File: config.mk
export PLATFORM = sky130hd
export DESIGN_NAME = logic_axi4_stream_packet_gen_top
export DESIGN_NICKNAME = d
export VERILOG_FILES = /design/src/rtl/logic_axi4_stream_packet_gen_pkg.sv /design/src/rtl/logic_axi4_stream_if.sv /design/src/rtl/logic_axi4_stream_packet_gen_beat.sv /design/src/rtl/logic_axi4_stream_packet_gen_top.sv /design/src/rtl/logic_axi4_stream_packet_gen.sv
export SDC_FILE = /design/constraint.sdc
export NUM_CORES = 1
export LEC_CHECK = 0
export CORE_MARGIN = 2
export CORE_UTILIZATION = 54
export CTS_CLUSTER_DIAMETER = 30
export DETAILED_ROUTE_END_ITERATION = 8
export GPL_TIMING_DRIVEN = 0
export PLACE_DENSITY = 0.81
export SLEW_MARGIN = 30
export SYNTH_ARGS = -nofsm -noshare
export SYNTH_HDL_FRONTEND = slang
export SYNTH_SLANG_ARGS = --single-unit
File: constraint.sdc
create_clock -name aclk -period 4.5 [get_ports aclk]
set_clock_uncertainty 0.15 [all_clocks]
set_input_delay 0.45 -clock aclk [delete_from_list [all_inputs] [get_ports aclk]]
set_output_delay 0.45 -clock aclk [all_outputs]
set_load 0.05 [all_outputs]
File: src/rtl/logic_axi4_stream_packet_gen_pkg.sv
// Shared types and helpers for the AXI4-Stream packet generator.
// Covers the FSM state encoding, keep-mask and beat-count arithmetic, and keep popcount.
package logic_axi4_stream_packet_gen_pkg;

  localparam int unsigned MAX_BYTES = 64;

  typedef enum logic [0:0] {
    ST_IDLE = 1'b0,
    ST_SEND = 1'b1
  } state_e;

  // Low rem_bytes lanes set, or every lane once a full beat (or more) remains.
  function automatic logic [MAX_BYTES-1:0] keep_mask(input int unsigned rem_bytes,
                                                     input int unsigned data_bytes);
    logic [MAX_BYTES-1:0] m;
    m = '0;
    for (int unsigned j = 0; j < MAX_BYTES; j++) begin
      if ((j < data_bytes) && ((rem_bytes >= data_bytes) || (j < rem_bytes))) begin
        m[j] = 1'b1;
      end else begin
        m[j] = 1'b0;
      end
    end
    return m;
  endfunction

  function automatic int unsigned beat_count(input int unsigned length,
                                             input int unsigned data_bytes);
    return (length + data_bytes - 32'd1) / data_bytes;
  endfunction

  function automatic int unsigned popcount(input logic [MAX_BYTES-1:0] v);
    int unsigned cnt;
    cnt = 32'd0;
    for (int j = 0; j < MAX_BYTES; j++) begin
      cnt = cnt + 32'(v[j]);
    end
    return cnt;
  endfunction

endpackage

File: src/rtl/logic_axi4_stream_if.sv
// AXI4-Stream bundle used by the flat-port wrapper of the packet generator.
interface logic_axi4_stream_if #(
  parameter int unsigned TDATA_BYTES = 4,
  parameter int unsigned TDEST_WIDTH = 1,
  parameter int unsigned TUSER_WIDTH = 1,
  parameter int unsigned TID_WIDTH   = 1
);
  logic                     tvalid;
  logic                     tready;
  logic                     tlast;
  logic [TDATA_BYTES*8-1:0] tdata;
  logic [TDATA_BYTES-1:0]   tkeep;
  logic [TDATA_BYTES-1:0]   tstrb;
  logic [TDEST_WIDTH-1:0]   tdest;
  logic [TUSER_WIDTH-1:0]   tuser;
  logic [TID_WIDTH-1:0]     tid;

  modport src (output tvalid, tlast, tdata, tkeep, tstrb, tdest, tuser, tid, input tready);
  modport snk (input tvalid, tlast, tdata, tkeep, tstrb, tdest, tuser, tid, output tready);
endinterface

File: src/rtl/logic_axi4_stream_packet_gen_beat.sv
// Combinational beat formatter: (seed, beat index, bytes remaining) -> tdata/tkeep/tlast.
module logic_axi4_stream_packet_gen_beat
  import logic_axi4_stream_packet_gen_pkg::*;
#(
  parameter int unsigned TDATA_BYTES  = 4,
  parameter int unsigned LENGTH_WIDTH = 16
) (
  input  logic [7:0]               seed,
  input  logic [LENGTH_WIDTH-1:0]  beat_idx,
  input  logic [LENGTH_WIDTH-1:0]  remaining,
  output logic [TDATA_BYTES*8-1:0] tdata,
  output logic [TDATA_BYTES-1:0]   tkeep,
  output logic                     tlast
);

  logic [7:0] base_s;

  // Byte lanes carry seed + absolute byte offset, zeroed where keep is clear.
  always_comb begin
    base_s = 8'(32'(beat_idx) * TDATA_BYTES);
    tkeep  = TDATA_BYTES'(keep_mask(32'(remaining), TDATA_BYTES));
    tlast  = (beat_count(32'(remaining), TDATA_BYTES) == 32'd1);
    tdata  = '0;
    for (int j = 0; j < int'(TDATA_BYTES); j++) begin
      if (tkeep[j]) begin
        tdata[j*8 +: 8] = seed + base_s + 8'(j);
      end else begin
        tdata[j*8 +: 8] = 8'h00;
      end
    end
  end

endmodule

File: src/rtl/logic_axi4_stream_packet_gen_top.sv
// Flat-port wrapper routing the generator's stream through logic_axi4_stream_if.
// Optional statistics ports follow LOGIC_AXI4_STREAM_PACKET_GEN_STATS_EN.
module logic_axi4_stream_packet_gen_top #(
  parameter int unsigned TDATA_BYTES  = 4,
  parameter int unsigned TDEST_WIDTH  = 1,
  parameter int unsigned TUSER_WIDTH  = 1,
  parameter int unsigned TID_WIDTH    = 1,
  parameter int unsigned LENGTH_WIDTH = 16
) (
  input  logic                     aclk,
  input  logic                     areset_n,
  input  logic                     cmd_valid,
  output logic                     cmd_ready,
  input  logic [LENGTH_WIDTH-1:0]  cmd_length,
  input  logic [7:0]               cmd_seed,
  input  logic [TDEST_WIDTH-1:0]   cmd_tdest,
  input  logic [TID_WIDTH-1:0]     cmd_tid,
  output logic                     tx_tvalid,
  output logic                     tx_tlast,
  output logic [TDATA_BYTES*8-1:0] tx_tdata,
  output logic [TDATA_BYTES-1:0]   tx_tkeep,
  output logic [TDATA_BYTES-1:0]   tx_tstrb,
  output logic [TDEST_WIDTH-1:0]   tx_tdest,
  output logic [TUSER_WIDTH-1:0]   tx_tuser,
  output logic [TID_WIDTH-1:0]     tx_tid,
  input  logic                     tx_tready,
  output logic                     busy
`ifdef LOGIC_AXI4_STREAM_PACKET_GEN_STATS_EN
  ,
  output logic [31:0]              stat_packets,
  output logic [31:0]              stat_bytes
`endif
);

  logic_axi4_stream_if #(
    .TDATA_BYTES (TDATA_BYTES),
    .TDEST_WIDTH (TDEST_WIDTH),
    .TUSER_WIDTH (TUSER_WIDTH),
    .TID_WIDTH   (TID_WIDTH)
  ) tx_if ();

  logic_axi4_stream_packet_gen #(
    .TDATA_BYTES  (TDATA_BYTES),
    .TDEST_WIDTH  (TDEST_WIDTH),
    .TUSER_WIDTH  (TUSER_WIDTH),
    .TID_WIDTH    (TID_WIDTH),
    .LENGTH_WIDTH (LENGTH_WIDTH)
  ) u_gen (
    .aclk       (aclk),
    .areset_n   (areset_n),
    .cmd_valid  (cmd_valid),
    .cmd_ready  (cmd_ready),
    .cmd_length (cmd_length),
    .cmd_seed   (cmd_seed),
    .cmd_tdest  (cmd_tdest),
    .cmd_tid    (cmd_tid),
    .tx_tvalid  (tx_if.tvalid),
    .tx_tlast   (tx_if.tlast),
    .tx_tdata   (tx_if.tdata),
    .tx_tkeep   (tx_if.tkeep),
    .tx_tstrb   (tx_if.tstrb),
    .tx_tdest   (tx_if.tdest),
    .tx_tuser   (tx_if.tuser),
    .tx_tid     (tx_if.tid),
    .tx_tready  (tx_if.tready),
    .busy       (busy)
`ifdef LOGIC_AXI4_STREAM_PACKET_GEN_STATS_EN
    ,
    .stat_packets (stat_packets),
    .stat_bytes   (stat_bytes)
`endif
  );

  assign tx_tvalid    = tx_if.tvalid;
  assign tx_tlast     = tx_if.tlast;
  assign tx_tdata     = tx_if.tdata;
  assign tx_tkeep     = tx_if.tkeep;
  assign tx_tstrb     = tx_if.tstrb;
  assign tx_tdest     = tx_if.tdest;
  assign tx_tuser     = tx_if.tuser;
  assign tx_tid       = tx_if.tid;
  assign tx_if.tready = tx_tready;

endmodule

File: src/rtl/logic_axi4_stream_packet_gen.sv
// AXI4-Stream packet generator core: one command in, one incrementing-byte packet out.
// Optional statistics counters enabled by LOGIC_AXI4_STREAM_PACKET_GEN_STATS_EN.
module logic_axi4_stream_packet_gen
  import logic_axi4_stream_packet_gen_pkg::*;
#(
  parameter int unsigned TDATA_BYTES  = 4,
  parameter int unsigned TDEST_WIDTH  = 1,
  parameter int unsigned TUSER_WIDTH  = 1,
  parameter int unsigned TID_WIDTH    = 1,
  parameter int unsigned LENGTH_WIDTH = 16
) (
  input  logic                     aclk,
  input  logic                     areset_n,
  input  logic                     cmd_valid,
  output logic                     cmd_ready,
  input  logic [LENGTH_WIDTH-1:0]  cmd_length,
  input  logic [7:0]               cmd_seed,
  input  logic [TDEST_WIDTH-1:0]   cmd_tdest,
  input  logic [TID_WIDTH-1:0]     cmd_tid,
  output logic                     tx_tvalid,
  output logic                     tx_tlast,
  output logic [TDATA_BYTES*8-1:0] tx_tdata,
  output logic [TDATA_BYTES-1:0]   tx_tkeep,
  output logic [TDATA_BYTES-1:0]   tx_tstrb,
  output logic [TDEST_WIDTH-1:0]   tx_tdest,
  output logic [TUSER_WIDTH-1:0]   tx_tuser,
  output logic [TID_WIDTH-1:0]     tx_tid,
  input  logic                     tx_tready,
  output logic                     busy
`ifdef LOGIC_AXI4_STREAM_PACKET_GEN_STATS_EN
  ,
  output logic [31:0]              stat_packets,
  output logic [31:0]              stat_bytes
`endif
);

  state_e                    state_r, state_s;
  logic [7:0]                seed_r, seed_s;
  logic [LENGTH_WIDTH-1:0]   beat_idx_r, beat_idx_s;
  logic [LENGTH_WIDTH-1:0]   rem_r, rem_s;

  logic                      tvalid_s, tlast_s;
  logic [TDATA_BYTES*8-1:0]  tdata_s;
  logic [TDATA_BYTES-1:0]    tkeep_s;
  logic [TDEST_WIDTH-1:0]    tdest_s;
  logic [TUSER_WIDTH-1:0]    tuser_s;
  logic [TID_WIDTH-1:0]      tid_s;

  logic                      hs_s, load_s, take_s, clear_s;
  logic [7:0]                fmt_seed_s;
  logic [LENGTH_WIDTH-1:0]   fmt_idx_s, fmt_rem_s;
  logic [TDATA_BYTES*8-1:0]  fmt_tdata_s;
  logic [TDATA_BYTES-1:0]    fmt_tkeep_s;
  logic                      fmt_tlast_s;

  // cmd_ready is held low while reset is asserted, then follows state and last handshake.
  assign cmd_ready = areset_n & ((state_r == ST_IDLE) | (tx_tvalid & tx_tready & tx_tlast));
  assign busy      = (state_r == ST_SEND);
  assign hs_s      = tx_tvalid & tx_tready;
  assign load_s    = cmd_valid & cmd_ready & (cmd_length != '0);

  // Formatter sees a fresh command when one loads, otherwise the beat after the current one.
  always_comb begin
    if (load_s) begin
      fmt_seed_s = cmd_seed;
      fmt_idx_s  = '0;
      fmt_rem_s  = cmd_length;
    end else begin
      fmt_seed_s = seed_r;
      fmt_idx_s  = beat_idx_r + LENGTH_WIDTH'(1);
      fmt_rem_s  = rem_r - LENGTH_WIDTH'(TDATA_BYTES);
    end
  end

  logic_axi4_stream_packet_gen_beat #(
    .TDATA_BYTES  (TDATA_BYTES),
    .LENGTH_WIDTH (LENGTH_WIDTH)
  ) u_beat (
    .seed      (fmt_seed_s),
    .beat_idx  (fmt_idx_s),
    .remaining (fmt_rem_s),
    .tdata     (fmt_tdata_s),
    .tkeep     (fmt_tkeep_s),
    .tlast     (fmt_tlast_s)
  );

  // Next-state and next-output logic; outputs hold unless a beat is taken or the packet ends.
  always_comb begin
    state_s    = state_r;
    take_s     = 1'b0;
    clear_s    = 1'b0;
    seed_s     = seed_r;
    beat_idx_s = beat_idx_r;
    rem_s      = rem_r;
    tvalid_s   = tx_tvalid;
    tlast_s    = tx_tlast;
    tdata_s    = tx_tdata;
    tkeep_s    = tx_tkeep;
    tdest_s    = tx_tdest;
    tuser_s    = tx_tuser;
    tid_s      = tx_tid;

    case (state_r)
      ST_IDLE: begin
        if (load_s) begin
          state_s = ST_SEND;
          take_s  = 1'b1;
        end else begin
          state_s = ST_IDLE;
        end
      end
      ST_SEND: begin
        if (hs_s) begin
          if (tx_tlast) begin
            if (load_s) begin
              state_s = ST_SEND;
              take_s  = 1'b1;
            end else begin
              state_s = ST_IDLE;
              clear_s = 1'b1;
            end
          end else begin
            state_s = ST_SEND;
            take_s  = 1'b1;
          end
        end else begin
          state_s = ST_SEND;
        end
      end
      default: begin
        state_s = ST_IDLE;
        clear_s = 1'b1;
      end
    endcase

    if (take_s) begin
      seed_s     = fmt_seed_s;
      beat_idx_s = fmt_idx_s;
      rem_s      = fmt_rem_s;
      tvalid_s   = 1'b1;
      tlast_s    = fmt_tlast_s;
      tdata_s    = fmt_tdata_s;
      tkeep_s    = fmt_tkeep_s;
      tuser_s    = '0;
      tuser_s[0] = load_s;
      if (load_s) begin
        tdest_s = cmd_tdest;
        tid_s   = cmd_tid;
      end else begin
        tdest_s = tx_tdest;
        tid_s   = tx_tid;
      end
    end else if (clear_s) begin
      seed_s     = 8'h00;
      beat_idx_s = '0;
      rem_s      = '0;
      tvalid_s   = 1'b0;
      tlast_s    = 1'b0;
      tdata_s    = '0;
      tkeep_s    = '0;
      tdest_s    = '0;
      tuser_s    = '0;
      tid_s      = '0;
    end else begin
      tvalid_s   = tx_tvalid;
    end
  end

  // State, counters and all registered stream outputs.
  always_ff @(posedge aclk or negedge areset_n) begin
    if (!areset_n) begin
      state_r    <= ST_IDLE;
      seed_r     <= 8'h00;
      beat_idx_r <= '0;
      rem_r      <= '0;
      tx_tvalid  <= 1'b0;
      tx_tlast   <= 1'b0;
      tx_tdata   <= '0;
      tx_tkeep   <= '0;
      tx_tstrb   <= '0;
      tx_tdest   <= '0;
      tx_tuser   <= '0;
      tx_tid     <= '0;
    end else begin
      state_r    <= state_s;
      seed_r     <= seed_s;
      beat_idx_r <= beat_idx_s;
      rem_r      <= rem_s;
      tx_tvalid  <= tvalid_s;
      tx_tlast   <= tlast_s;
      tx_tdata   <= tdata_s;
      tx_tkeep   <= tkeep_s;
      tx_tstrb   <= tkeep_s;
      tx_tdest   <= tdest_s;
      tx_tuser   <= tuser_s;
      tx_tid     <= tid_s;
    end
  end

`ifdef LOGIC_AXI4_STREAM_PACKET_GEN_STATS_EN
  // Wrapping packet and byte counters, advanced on accepted beats.
  always_ff @(posedge aclk or negedge areset_n) begin
    if (!areset_n) begin
      stat_packets <= 32'd0;
      stat_bytes   <= 32'd0;
    end else if (hs_s) begin
      stat_packets <= stat_packets + (tx_tlast ? 32'd1 : 32'd0);
      stat_bytes   <= stat_bytes + popcount(MAX_BYTES'(tx_tkeep));
    end else begin
      stat_packets <= stat_packets;
      stat_bytes   <= stat_bytes;
    end
  end
`endif

endmodule

==> insert_results.sql, run 1 <==
INSERT INTO impl_metrics (metric_group, metric, value, unit) VALUES
('outcome', 'outcome', 'completed', ''),
('drt', 'drc', '0', ''),
('sta', 'report.final.slew_viol_count', '0', ''),
('logic_synthesis', 'syn-num-nets', '589', ''),
('die', 'start_util', '0.5497', ''),
('finish', 'fillCellCount', '687', ''),
('sta', 'final_min_period_over_clock_period', '0.9770', ''),
('sta', 'hold-worst-slack', '328.2', 'ps'),
('drt', 'wirelength', '14870', 'um'),
('logic_synthesis', 'post_synth_num_cell_types', '69', ''),
('cts', 'clk_root_buffer_cell', 'clkbuf_8', ''),
('cts', 'tritoncts_clock_tree', 'built', ''),
('finish', 'multi_input_gate_area', '2828', 'um2'),
('placement', 'placement.io_buffers', '74', ''),
('die', 'die_y', '97.76', 'um'),
('sta', 'min_period', '4397', 'ps'),
('drt', 'routed_wire_length_per_instance', '19.85', 'um'),
('die', 'rows', '34', ''),
('drt', 'ratio_of_routed_vias_to_standard_cells', '6.295', ''),
('cts', 'clkLatencyLatePin', '350', 'ps'),
('worst_setup_path', 'criticalPathCategory', 'in2reg', ''),
('cts', 'clock-sinks', '72', ''),
('finish', 'area_delta_synth_final', '26.94', '%'),
('logic_synthesis', 'synthDominantAreaCellType', 'dfrtp_1', ''),
('finish', 'final-seq-area', '1802', 'um2'),
('global_routing', 'grt_antenna_before_repair', '0', ''),
('logic_synthesis', 'postSynthCellCount', '542', ''),
('logic_synthesis', 'synthArstFlopShare', '1.000', ''),
('min_path', 'hp-class', 'reg2reg', ''),
('sta', 'finalSetupViolCount', '0', ''),
('worst_setup_path', 'critical_path_required', '4580', 'ps'),
('finish', 'insertedDiodeCount', '0', ''),
('cts', 'max-clock-path-buffers', '2', ''),
('global_routing', 'grt_start_max_net_pins', '51', ''),
('placement', 'placement.setup.worst_slack', '-1139', 'ps'),
('worst_setup_path', 'critical_path_fanout_max', '10', ''),
('logic_synthesis', 'postSynthAreaPerCell', '8.758', 'um2'),
('placement', 'dp_hpwl', '10490', 'um'),
('sta', 'finalHoldViolations', '0', ''),
('global_routing', 'first_global_vias', '4695', ''),
('sta', 'setup_slack', '103.4', 'ps'),
('sta', 'max_clock_freq', '227.4', 'MHz'),
('logic_synthesis', 'yosys-top-cells-area', 'dfrtp_1 (38%), nand2_1 (6.7%), a22o_1 (5.7%)', ''),
('placement', 'gp_routability_congestion', '0.9236', ''),
('worst_setup_path', 'setup.worst_path.end_class', 'flop', ''),
('logic_synthesis', 'ys_seq_elements', '72', ''),
('cts', 'cts_htree_levels', '3', ''),
('cts', 'clk_pin_slew', '90', 'ps'),
('sta', 'worstMarginPinSlew', '853.5', 'ps'),
('drt', 'num_vias', '4715', ''),
('global_routing', 'grt_usage', '0.3131', ''),
('logic_synthesis', 'yosysWarningCount', '0', ''),
('logic_synthesis', 'synth_enable_flop_cells', '0', ''),
('logic_synthesis', 'synth_area', '4747', 'um2'),
('worst_setup_path', 'startpoint_type', 'input pin', ''),
('drt', 'ant_nets', '0', ''),
('sta', 'timing.slew.headroom', '0.4267', ''),
('die', 'die-width', '97.76', 'um'),
('global_routing', 'grt_first_pass_wirelength', '23760', 'um'),
('logic_synthesis', 'synth_seq_area_share', '0.3795', ''),
('sta', 'fin_setup_tns', '0', 'ps'),
('cts', 'cts-buffers-inserted', '9', ''),
('job', 'max_cap_viol_count', '0', ''),
('drt', 'drt-pass1-iter-count', '7', ''),
('global_routing', 'overflow', '0', ''),
('logic_synthesis', 'synthFlopType', 'dfrtp_1', ''),
('finish', 'layout-drive-gt1-share', '0.1170', ''),
('finish', 'design.final.nets', '683', ''),
('worst_setup_path', 'timing.critical_path.arrival', '4480', 'ps'),
('logic_synthesis', 'synth_top_area_frac', '0.3795', ''),
('die', 'dieArea', '9557', 'um2'),
('die', 'design.portCount', '77', ''),
('die', 'core-area', '8636', 'um2'),
('drt', 'drt_first_iter_violations', '411', '');
==> area by class of cell <==
class / count / area share
plain buffers: 33 / 0.02616
clock buffers: 10 / 0.02118
clock inverters: 6 / 0.01537
inverters: 12 / 0.007475
multi-input cells: 423 / 0.4693
flip-flops and latches: 72 / 0.2990
well taps: 108 / 0.02243
repair buffers: 85 / 0.1391
==> metrics by stage <==
stage            util  cells  area, um2
6_report       0.6978    749       6026
4_1_cts        0.6940    748       5993
3_5_place_dp   0.6540    725       5648
2_1_floorplan       -    542       4747
5_1_grt        0.6978    749       6026
3_3_place_gp   0.6511    724       5623
==> placed cells by master (no fill, tap or decap), types with 16 or more instances in the layout <==
| cell type | n |
|---|---|
| nand2_1 | 84 |
| dfrtp_1 | 72 |
| clkdlybuf4s50_1 | 71 |
| nor2_1 | 36 |
| a22o_1 | 31 |
| o21ai_1 | 31 |
| xnor2_1 | 24 |
| nand3_1 | 22 |
| a21oi_1 | 18 |
| xor2_1 | 16 |
| o21ai_0 | 16 |
| ha_1 | 16 |
==> worst paths after layout <==
| path | from | to | slack, ps | cells after the start |
|---|---|---|---|---|
| setup / recovery | cmd_length[3] | u_gen.tx_tdata[15]$_DFFE_PN0P_ | 100 | 18 |
| hold / removal | u_gen.tx_tuser$_DFFE_PN0P_ | u_gen.tx_tuser$_DFFE_PN0P_ | 330 | 2 |
| setup reg to reg | u_gen.tx_tvalid$_DFFE_PN0P_ | u_gen.tx_tdata[15]$_DFFE_PN0P_ | 410 | 16 |
| hold reg to reg | u_gen.tx_tuser$_DFFE_PN0P_ | u_gen.tx_tuser$_DFFE_PN0P_ | 330 | 2 |
| max in group asynchronous | areset_n | u_gen.tx_tkeep[0]$_DFFE_PN0P_ | 3240 | 3 |
| min in group asynchronous | areset_n | u_gen.tx_tdata[21]$_DFFE_PN0P_ | 490 | 3 |
==> routing by layer <==
metal	GRT usage	share of wire	wire, um	vias to the layer above
met1	0.4092	0.40	5940	2260
met2	0.5204	0.48	7068	263
met4	0.1282	0.042	624	0
met3	0.05369	0.083	1236	57
li1	-	-	-	2135
met5	0	0	0	-
==> registers in the layout (all words and copies together) (netlist names), 4 cells and up <==
register / cells
u_gen.tx_tkeep: 4
u_gen.tx_tdata: 32
u_gen.rem_r: 16
u_gen.seed_r: 8
u_gen.beat_idx_r: 6
==> timing repair <==
action                                 CTS  global route
endpoints found under the hold margin   22             0
hold buffers                             2             0
setup endpoints to repair               37            26
resized for setup                       17             6
buffers inserted                         5             3
pin swaps                                2             5
==> critical path, cell delays in order <==
cell	delay, ps
clkdlybuf4s50_1	520
nor4_2	370
nand4_2	250
and2_4	240
buf_2	190
buf_2	230
buf_2	230
nand2_1	90
nand2_1	70
ha_1	210
fa_1	440
a21o_1	180
a21oi_1	230
xnor2_2	190
nand2_2	140
nor3_2	200
xor2_1	160
o21ai_1	70
==> cell usage after synthesis, types with 6 or more instances <==
library cell	n
clkbuf_1	17
buf_1	6
nand2_1	85
mux2i_1	6
xnor2_1	26
ha_1	16
o21ai_1	31
nor3_1	13
nor4_1	7
inv_1	11
buf_2	8
and3_1	7
a22o_1	31
nand3_1	22
xor2_1	18
nor2_1	36
a21oi_1	19
o21ai_0	16
dfrtp_1	72
==> kinds of logic after synthesis <==
family / after synthesis / share of synthesized area
fa+ha+maj: 17 / 0.04639
xor+xnor: 44 / 0.08118
buf+inv: 47 / 0.04243
flops: 72 / 0.3795
simple gates: 202 / 0.2022
compound gates: 148 / 0.2209
mux: 12 / 0.02741
Power of run 1 is left out: the tool's default activity adds up to more than one toggle a clock period on the data nets, which glitch-free logic cannot reach.
==> run 2: changes to the inputs <==
ABC_CLOCK_PERIOD_IN_PS = 4500   (was not set)
==> results of run 2 <==
Final layout, timing and power as in run 1 (identical DEF).
Power of run 2 is left out for the same reason.
